`src/rtl/ddc_sweep_pkg.sv`:
```
// Shared types for the DDC frequency-sweep scheduler: FSM state encoding and
// the channel-index width helper used by the top and the pvalid pacer.
package ddc_sweep_pkg;

    typedef enum logic [2:0] {
        IDLE,
        LOAD,
        SETTLE,
        RECORD,
        NEXT,
        DONE
    } state_t;

    // Index width for a table of n entries; never narrower than one bit.
    function automatic int ch_w(input int n);
        return (n > 1) ? $clog2(n) : 1;
    endfunction

endpackage

```
`src/rtl/ddc_sweep_pacer.sv`:
```
// Paces the per-channel config strobes during LOAD: one fire every PV_GAP cycles
// for channels 0..N_CH-1, then a finished flag PV_GAP cycles after the last fire.
module ddc_sweep_pacer
    import ddc_sweep_pkg::*;
#(
    parameter int N_CH   = 4,
    parameter int PV_GAP = 16,
    localparam int CH_W  = ch_w(N_CH)
) (
    input  logic            clk,
    input  logic            rst,
    input  logic            i_run,
    output logic            o_fire,
    output logic [CH_W-1:0] o_ch,
    output logic            o_last_done
);
    localparam int TMR_W = ch_w(PV_GAP);
    localparam int CNT_W = CH_W + 1;

    logic [TMR_W-1:0] r_tmr;
    logic [CNT_W-1:0] r_cnt;
    logic             w_tmr_zero;
    logic             w_all_sent;

    assign w_tmr_zero = (r_tmr == '0);
    assign w_all_sent = (r_cnt == CNT_W'(N_CH));

    // Timer and channel count restart from zero on every entry into LOAD.
    always_ff @(posedge clk) begin
        if (rst || !i_run) begin
            r_tmr <= '0;
            r_cnt <= '0;
        end else if (r_tmr == TMR_W'(PV_GAP - 1)) begin
            r_tmr <= '0;
            if (!w_all_sent) begin
                r_cnt <= r_cnt + 1'b1;
            end
        end else begin
            r_tmr <= r_tmr + 1'b1;
        end
    end

    assign o_fire      = i_run && w_tmr_zero && !w_all_sent;
    assign o_ch        = r_cnt[CH_W-1:0];
    assign o_last_done = i_run && w_tmr_zero && w_all_sent;

endmodule

```
`src/rtl/ddc_sweep_ctrl.sv`:
```
// Frequency-sweep scheduler: retunes every DDC channel per step over the
// ch/pinc/poff/pvalid path, skips settle frames and flags frames to record.
module ddc_sweep_ctrl
    import ddc_sweep_pkg::*;
#(
    parameter int N_CH       = 4,
    parameter int PINC_WIDTH = 32,
    parameter int STEP_WIDTH = 16,
    parameter int FRM_WIDTH  = 16,
    parameter int PV_GAP     = 16,
    localparam int CH_W      = ch_w(N_CH)
) (
    input  logic                  clk,
    input  logic                  rst,
    input  logic                  cfg_we,
    input  logic [CH_W-1:0]       cfg_ch,
    input  logic [PINC_WIDTH-1:0] cfg_pinc,
    input  logic [PINC_WIDTH-1:0] cfg_poff,
    input  logic [PINC_WIDTH-1:0] step_pinc,
    input  logic [STEP_WIDTH-1:0] n_steps,
    input  logic [FRM_WIDTH-1:0]  settle_frames,
    input  logic [FRM_WIDTH-1:0]  avg_frames,
    input  logic                  start,
    input  logic                  abort,
    input  logic                  frame_start,
    output logic [CH_W-1:0]       ch,
    output logic [PINC_WIDTH-1:0] pinc,
    output logic [PINC_WIDTH-1:0] poff,
    output logic                  pvalid,
    output logic                  rec_en,
    output logic [STEP_WIDTH-1:0] step_idx,
    output logic                  busy,
    output logic                  done,
    output logic                  aborted
);
    state_t r_state;
    state_t w_state_next;

    logic [PINC_WIDTH-1:0] r_base     [N_CH];
    logic [PINC_WIDTH-1:0] r_poff_tab [N_CH];
    logic [PINC_WIDTH-1:0] r_cur_pinc [N_CH];

    logic [STEP_WIDTH-1:0] r_n_steps;
    logic [STEP_WIDTH-1:0] r_step_idx;
    logic [FRM_WIDTH-1:0]  r_settle;
    logic [FRM_WIDTH-1:0]  r_avg;
    logic [FRM_WIDTH:0]    r_frm_cnt;
    logic [FRM_WIDTH:0]    w_frm_now;

    logic                  r_pvalid;
    logic                  r_aborted;
    logic [CH_W-1:0]       r_ch;
    logic [PINC_WIDTH-1:0] r_pinc;
    logic [PINC_WIDTH-1:0] r_poff;

    logic                  w_busy;
    logic                  w_accept_start;
    logic                  w_fire;
    logic                  w_last_done;
    logic [CH_W-1:0]       w_fire_ch;

    ddc_sweep_pacer #(
        .N_CH  (N_CH),
        .PV_GAP(PV_GAP)
    ) u_pacer (
        .clk        (clk),
        .rst        (rst),
        .i_run      (r_state == LOAD),
        .o_fire     (w_fire),
        .o_ch       (w_fire_ch),
        .o_last_done(w_last_done)
    );

    assign w_busy         = (r_state != IDLE);
    assign w_accept_start = (r_state == IDLE) && start && !abort;
    // Frames counted so far in this state, including a pulse arriving this cycle.
    assign w_frm_now      = r_frm_cnt + {{FRM_WIDTH{1'b0}}, frame_start};

    always_ff @(posedge clk) begin
        if (rst) begin
            r_state <= IDLE;
        end else begin
            r_state <= w_state_next;
        end
    end

    always_comb begin
        w_state_next = r_state;
        rec_en       = 1'b0;
        if (abort) begin
            w_state_next = IDLE;
        end else begin
            case (r_state)
                IDLE:   if (start) w_state_next = (n_steps == '0) ? DONE : LOAD;
                LOAD:   if (w_last_done) w_state_next = SETTLE;
                SETTLE: if (w_frm_now >= {1'b0, r_settle})
                            w_state_next = (r_avg == '0) ? NEXT : RECORD;
                RECORD: begin
                    rec_en = (w_frm_now != '0) && (w_frm_now <= {1'b0, r_avg});
                    if (frame_start && (r_frm_cnt == {1'b0, r_avg})) w_state_next = NEXT;
                end
                NEXT:   w_state_next = (r_step_idx == r_n_steps - 1'b1) ? DONE : LOAD;
                DONE:   w_state_next = IDLE;
                default: w_state_next = IDLE;
            endcase
        end
    end

    // Table has no reset; it is only meaningful after the host has written it.
    always_ff @(posedge clk) begin
        if (cfg_we && !w_busy) begin
            r_base[cfg_ch]     <= cfg_pinc;
            r_poff_tab[cfg_ch] <= cfg_poff;
        end
    end

    always_ff @(posedge clk) begin
        for (int k = 0; k < N_CH; k++) begin
            if (rst) begin
                r_cur_pinc[k] <= '0;
            end else if (w_accept_start) begin
                r_cur_pinc[k] <= r_base[k];
            end else if (r_state == NEXT && !abort) begin
                r_cur_pinc[k] <= r_cur_pinc[k] + step_pinc;
            end
        end
    end

    always_ff @(posedge clk) begin
        if (rst) begin
            r_n_steps  <= '0;
            r_step_idx <= '0;
            r_settle   <= '0;
            r_avg      <= '0;
            r_frm_cnt  <= '0;
            r_pvalid   <= 1'b0;
            r_aborted  <= 1'b0;
            r_ch       <= '0;
            r_pinc     <= '0;
            r_poff     <= '0;
        end else begin
            r_aborted <= abort && w_busy;
            r_pvalid  <= w_fire && !abort;
            // Strobe payload stays on the bus until the next strobe overwrites it.
            if (w_fire && !abort) begin
                r_ch   <= w_fire_ch;
                r_pinc <= r_cur_pinc[w_fire_ch];
                r_poff <= r_poff_tab[w_fire_ch];
            end
            if (w_state_next != r_state) begin
                r_frm_cnt <= '0;
            end else if (frame_start && (r_state == SETTLE || r_state == RECORD)) begin
                r_frm_cnt <= w_frm_now;
            end
            if (w_accept_start) begin
                r_n_steps  <= n_steps;
                r_settle   <= settle_frames;
                r_avg      <= avg_frames;
                r_step_idx <= '0;
            end else if (r_state == NEXT && !abort) begin
                r_step_idx <= r_step_idx + 1'b1;
            end
        end
    end

    assign ch       = r_ch;
    assign pinc     = r_pinc;
    assign poff     = r_poff;
    assign pvalid   = r_pvalid && !abort;
    assign step_idx = r_step_idx;
    assign busy     = w_busy;
    assign done     = (r_state == DONE);
    assign aborted  = r_aborted;

endmodule

```
`config.mk`:
```
export PLATFORM = sky130hd
export DESIGN_NAME = ddc_sweep_ctrl
export DESIGN_NICKNAME = d
export VERILOG_FILES = /design/src/rtl/ddc_sweep_pkg.sv /design/src/rtl/ddc_sweep_pacer.sv /design/src/rtl/ddc_sweep_ctrl.sv
export SDC_FILE = /design/constraint.sdc
export NUM_CORES = 1
export LEC_CHECK = 0
export ABC_CLOCK_PERIOD_IN_PS = 19000
export CORE_MARGIN = 10
export CORE_UTILIZATION = 36
export CTS_BUF_LIST = sky130_fd_sc_hd__clkbuf_2 sky130_fd_sc_hd__clkbuf_4 sky130_fd_sc_hd__clkbuf_8
export DETAILED_ROUTE_END_ITERATION = 10
export RECOVER_POWER = 50
export SYNTH_ARGS = -nofsm -noshare
export SYNTH_HDL_FRONTEND = slang
export SYNTH_SLANG_ARGS = --single-unit
```
`constraint.sdc`:
```
create_clock -name clk -period 19 [get_ports clk]
set_input_delay 3.8 -clock clk [delete_from_list [all_inputs] [get_ports clk]]
set_output_delay 3.8 -clock clk [all_outputs]
set_load 0.01 [all_outputs]
```
* Yosys cells after proc, flatten, opt, wreduce, memory -nomap -nowiden *
Memories as Yosys holds them, arrays and structs flattened. A register that Yosys moved wholly into a read port is not among the register bits.
Cells that the tools add are included.
Widths: inputs -> output; s select.

cells by class
  add/subtract/negate cells = 9
  multiply operators = 0
  divide/modulo/power cells = 0
  magnitude comparators = 2
  equal/unequal tests = 10
  shift operators = 0
  mux-type cells = 30
  bitwise logic cells = 9
  reduce and logical (&&, ||, !) cells = 29

operators with widths
  cell                   number
  $mux 32                8
  $add 32x32->32         4
  $logic_not 16->1       2
  $mux 3                 8
  $add 17x1->17          1
  $eq 17x16->1           1
  $ge 17x16->1           1
  $le 17x16->1           1
  $reduce_bool 17->1     1
  $add 16x1->16 const B  1
  $eq 16x16->1           1
  $sub 16x1->16 const B  1
  $pmux 3 s5             1
  $logic_and 1x1->1      13
  $mux 1                 13
  $eq 3x3->1 const B     3
  $or 1x1->1             8
  $eq 3x2->1 const B     2
  $reduce_or 2->1        3
  $add 4x1->4 const B    1
  $eq 4x4->1 const B     1
  $logic_not 1->1        4
  $logic_not 4->1        1
  $add 3x1->3 const B    1
  7 further kinds        8

storage, ports and cells
  bits in registers = 95
  bits in latches = 0
  bits in writable memories = 384
  ROM bits = 0
  input port bits = 152
  output and inout bits = 87
  word-level logic and storage cells = 103
  memories = 3

memory list
  name        depth  bits a word  read ports  clocked after memory_dff  write ports  RTL line              text
  r_base      4      32           4           0                         1            ddc_sweep_ctrl.sv:39  logic [PINC_WIDTH-1:0] r_base [N_CH];
  r_cur_pinc  4      32           5           1                         4            ddc_sweep_ctrl.sv:41  logic [PINC_WIDTH-1:0] r_cur_pinc [N_CH];
  r_poff_tab  4      32           1           1                         1            ddc_sweep_ctrl.sv:40  logic [PINC_WIDTH-1:0] r_poff_tab [N_CH];

* Longest topological paths before layout *
  word-level depth = 8
  depth in mapped cells = 18
  gate-level depth less buffers = 17

* Cells and area by module *
A second synthesis with hierarchy kept.

second synthesis, totals
  cell total of the unflattened synthesis = 2487
  area total of the unflattened synthesis = 27776.6 µm²

by module, submodules not included
  module           instances  cells an instance  area each (µm²)  sequential area each (µm²)
  ddc_sweep_ctrl   1          2442               27407.5          14574.0
  ddc_sweep_pacer  1          45                 369.1            140.1

* Least setup slack after synthesis *
No wires, ideal clock.

  kind = in2reg
  start point = in abort
  end point = mem r_cur_pinc[0][0] (enable)
  setup time = 0.683 ns
  data arrival time = 10.911 ns
  required time = 18.317 ns
  slack = 7.406 ns
  stages = 3
  path buffers = 2
  cell sequence = clkbuf_1 > clkbuf_1 > o21ai_0

RTL lines
  element          RTL line              text
  start, declared  ddc_sweep_ctrl.sv:24  input logic abort,
  end, declared    ddc_sweep_ctrl.sv:41

* Worst setup path after layout *
  start point = in frame_start
  end point = out rec_en

between the ends
  longest elaborated chain between the ends = 5
  elaborated cells between the ends (all ways) = 6
  those cells by class = add/sub: 1; order compare: 1; mux: 2; reduce/logical: 2

RTL lines
  element                                             RTL line              text
  start, declared                                     ddc_sweep_ctrl.sv:25  input logic frame_start,
  $add 17x1->17 *                                     ddc_sweep_ctrl.sv:77  assign w_frm_now = r_frm_cnt + {{FRM_WIDTH{1'b0}}, frame_start};
  named net w_frm_now[12]                             ddc_sweep_ctrl.sv:48  logic [FRM_WIDTH:0] w_frm_now;
  $le 17x16->1 or $reduce_bool 17->1 (tied branches)  ddc_sweep_ctrl.sv:99  rec_en = (w_frm_now != '0) && (w_frm_now <= {1'b0, r_avg});
  $logic_and 1x1->1 *                                 ddc_sweep_ctrl.sv:99
  $mux 1 *                                            ddc_sweep_ctrl.sv:93  case (r_state)
  $mux 1 *                                            ddc_sweep_ctrl.sv:90  if (abort) begin
  end, declared                                       ddc_sweep_ctrl.sv:30  output logic rec_en,

The timed path passes the listed nets; every way through them passes the cells marked *.

==> impl_metrics.tcl <==
set metrics [dict create \
    status "finished with violations" \
    violations "capacitance limit, slew limit" \
    setup_ws_ns 7.27 \
    seqPwrFrac_pct 45.4 \
    powerDensity_nw_per_um2 87.8 \
    synth-edff-count 384 \
    switchingPower_w 0.000789 \
    regArea_um2 14700 \
    vias_per_cell 5.38 \
    clkPwrFrac_pct 41.0 \
    rr_worst_depth 4 \
    reg2reg_to "r_cur_pinc[0][16]" \
    ys_types 93 \
    crit_path_max_incr_delay_ns 0.62 \
    crit_top_cell "ha_1" \
    die_area_um2 89600 \
    grt_use_total_pct 18.4 \
    numCtsBuffers 99 \
    drive_gt1_share_pct 10.7 \
    core_um2 77500 \
    hold_viol_final 0 \
    timing.final.crit_period_ns 11.73 \
    clock-root-buffer "clkbuf_8" \
    synth_area_um2 28100 \
    hpwl_um 58600 \
    rsz0062_at_grt "false" \
    clkSlewWorstSetupHoldPaths_ns 0.05 \
    start_util_pct 36.3 \
    cts_sinks 543 \
    worst_hold_path_type "reg -> reg" \
    finalNonFillerCells 3863 \
    nets 3056 \
    cts-hold-fix-buffers 0 \
    skew_ns 0.0553 \
    layout_common_cells "edfxtp_1 (384), nand2_1 (352), o21ai_0 (182)" \
    multi_input_area_um2 12700 \
    die_w_um 299 \
    max_clock_freq_mhz 85.3 \
    clk_latency_ns 0.73 \
    crit_chain "clkdlybuf4s50_1 > ha_1 > ha_1 > nand3_2 > nor3_2 > and3_1 > xor2_1 > ha_1 > and3_1 > nand3_1 > nor3_1 > nand4_1 > o21ai_0 > a31oi_1 > a311oi_1 > clkdlybuf4s50_1" \
    grt_max_degree 94 \
    synth_nets 2806 \
    grt_pass1_vias 21300 \
    slew_headroom_pct -168 \
    min_path_cells 2 \
    ios 239 \
    hold_slack_ns 0.449 \
    antenna_found_initial 12 \
    placementRows 102 \
    gp_congestion 0.923 \
    ys_ff_latch 543 \
    port_buffers 238 \
    required_ns 15.20 \
    hold_path_startpoint "pinc[18]" \
    drc 0 \
    first_pass_iters 6 \
    fin_util_pct 43.5 \
    combPwrFrac_pct 13.5 \
    ff2ff_setup_slack_ns 13.35 \
    dp.cells 3675 \
    async_flop_share_pct 0 \
    critPathKind "in -> out" \
    setup_viol_count_final 0 \
    wl_per_cell_um 21.9 \
    seq_area_frac_synth_pct 52.4 \
    cts_resized 0 \
    worst_hold_path.endpoint "pinc[18]" \
    worstSetupEndpointType "primary output" \
    start_kind "primary input" \
    pre_cts_slack_ns 7.29 \
    critPathMaxFanout 5 \
    ant_nets 0 \
    nFillCells 7279 \
    ys_top_cells_by_area "edfxtp_1 (41%), dfxtp_1 (11%), ha_1 (7.3%), mux4_2 (5.1%), nand2_1 (4.7%)" \
    worst_slew_pin_slew_ns 4.01 \
    synth_top_cell_area_share_pct 41.0 \
    finalCritPeriodShare_pct 61.7 \
    cts_tree "done" \
    mostFrequentLayoutCell "edfxtp_1" \
    r2r_start "r_state[2]" \
    vdd_drop_max_mv 0.0444 \
    maxCapViolCount 8 \
    power_leakage_nw 12.3 \
    grt_overflow 0 \
    totalWireLength_um 84400 \
    internal-power_w 0.00217 \
    fp.dieH_um 299 \
    cp.arrival_ns 7.93 \
    postCtsSetupBuffers 0 \
    finalMaxSlewViolations 282 \
    power_switching_share_pct 26.7 \
    syn_inst 2486 \
    synthFlopType "edfxtp_1" \
    yosysTopAreaCell "edfxtp_1" \
    drt_iter0_drc 1210 \
    tns_ns 0 \
    avgSynthCellArea_um2 11.3 \
    syn_to_final_growth_pct 20.0 \
    crit_buf_inv 2 \
    via_count 20800 \
    critPathTopFamily "simple AND/OR/NAND/NOR gates" \
    yosysWarnings 0 \
    critPathSlowestCell "clkdlybuf4s50_1" \
    grt_pass1_wl_um 128000 \
    clockBufferDepth 3 \
    h-tree-depth 3 \
]
-- synthesized netlist by cell type, types with 31 or more instances --
library cell  instances
nand3_1              45
inv_1                70
nand2_1             352
edfxtp_1            384
a22o_1               32
a21oi_1             170
a21o_1               78
nor2_1              103
ha_1                164
xor2_1               98
dfxtp_1             159
clkbuf_1             91
xnor2_1              88
o21ai_0             183
mux4_2               64
nor3_1               31
-- routing by layer --
metal	share of wire [%]	global-route usage [%]	wire [µm]
met1	43	23.3	36400
met2	48	30.7	40600
met3	5.8	3.63	4920
met4	2.9	6.60	2470
met5	0.047	0	40
-- cells by family after synthesis --
family | count (synthesis) | synth area share [%]
buffers and inverters | 182 | 2.52
adders and majority gates | 168 | 7.59
xor gates and xnor gates | 186 | 5.80
and+or+nand+nor | 704 | 11.9
DFF | 543 | 52.4
AOI/OAI and AO/OA | 632 | 14.4
muxes | 71 | 5.38
-- worst max-delay path by stage --
stage,to,startpoint,depth (start not counted)
global placement,rec_en,frame_start,16
finish,rec_en,frame_start,16
CTS,rec_en,frame_start,16
detailed placement,rec_en,frame_start,16
floorplan,r_cur_pinc[0][0],abort,3
global route,rec_en,frame_start,17
-- state kept, by name, summed over array words and instances, names as in the netlist, 17 cells and up --
| register | flops |
|---|---|
| r_base | 128 |
| r_cur_pinc | 128 |
| r_poff_tab | 128 |
| pinc | 32 |
| poff | 32 |
| r_frm_cnt | 17 |
-- layout make-up --
type / instances / share of cell area (%)
diodes: 3 / 0.0223
clock buffers: 142 / 5.35
clock inverters: 43 / 1.11
inverters: 70 / 0.780
multi-input cells: 1761 / 37.7
flip-flops and latches: 543 / 43.7
well taps: 1040 / 3.86
repair buffers: 261 / 7.47
-- stage by stage --
stage / total power (W) / instance area (µm²)
3_5_place_dp: 0.00177 / 31600
4_1_cts: 0.00299 / 33800
5_1_grt: 0.00309 / 33700
6_report: 0.00296 / 33700
2_1_floorplan: 0.00162 / 28100
3_3_place_gp: 0.00176 / 31600
-- worst reg2reg max path: cells and delay by family, from the launching register on --
family / cells / cell delay [ns]
AOI/OAI and AO/OA: 1 / 3.00
buffers and inverters: 2 / 1.54
DFF: 1 / 0.32
and+or+nand+nor: 1 / 0.30
-- power groups by stage --
stage               Clock, W  Sequential [W]  Combinational, W
global route         0.00130         0.00135          0.000440
finish               0.00121         0.00134          0.000401
detailed placement         0         0.00137          0.000401
global placement           0         0.00136          0.000396
floorplan                  0         0.00136          0.000259
CTS                  0.00125         0.00134          0.000405
No activity file was read; power rests on OpenSTA's default activity.
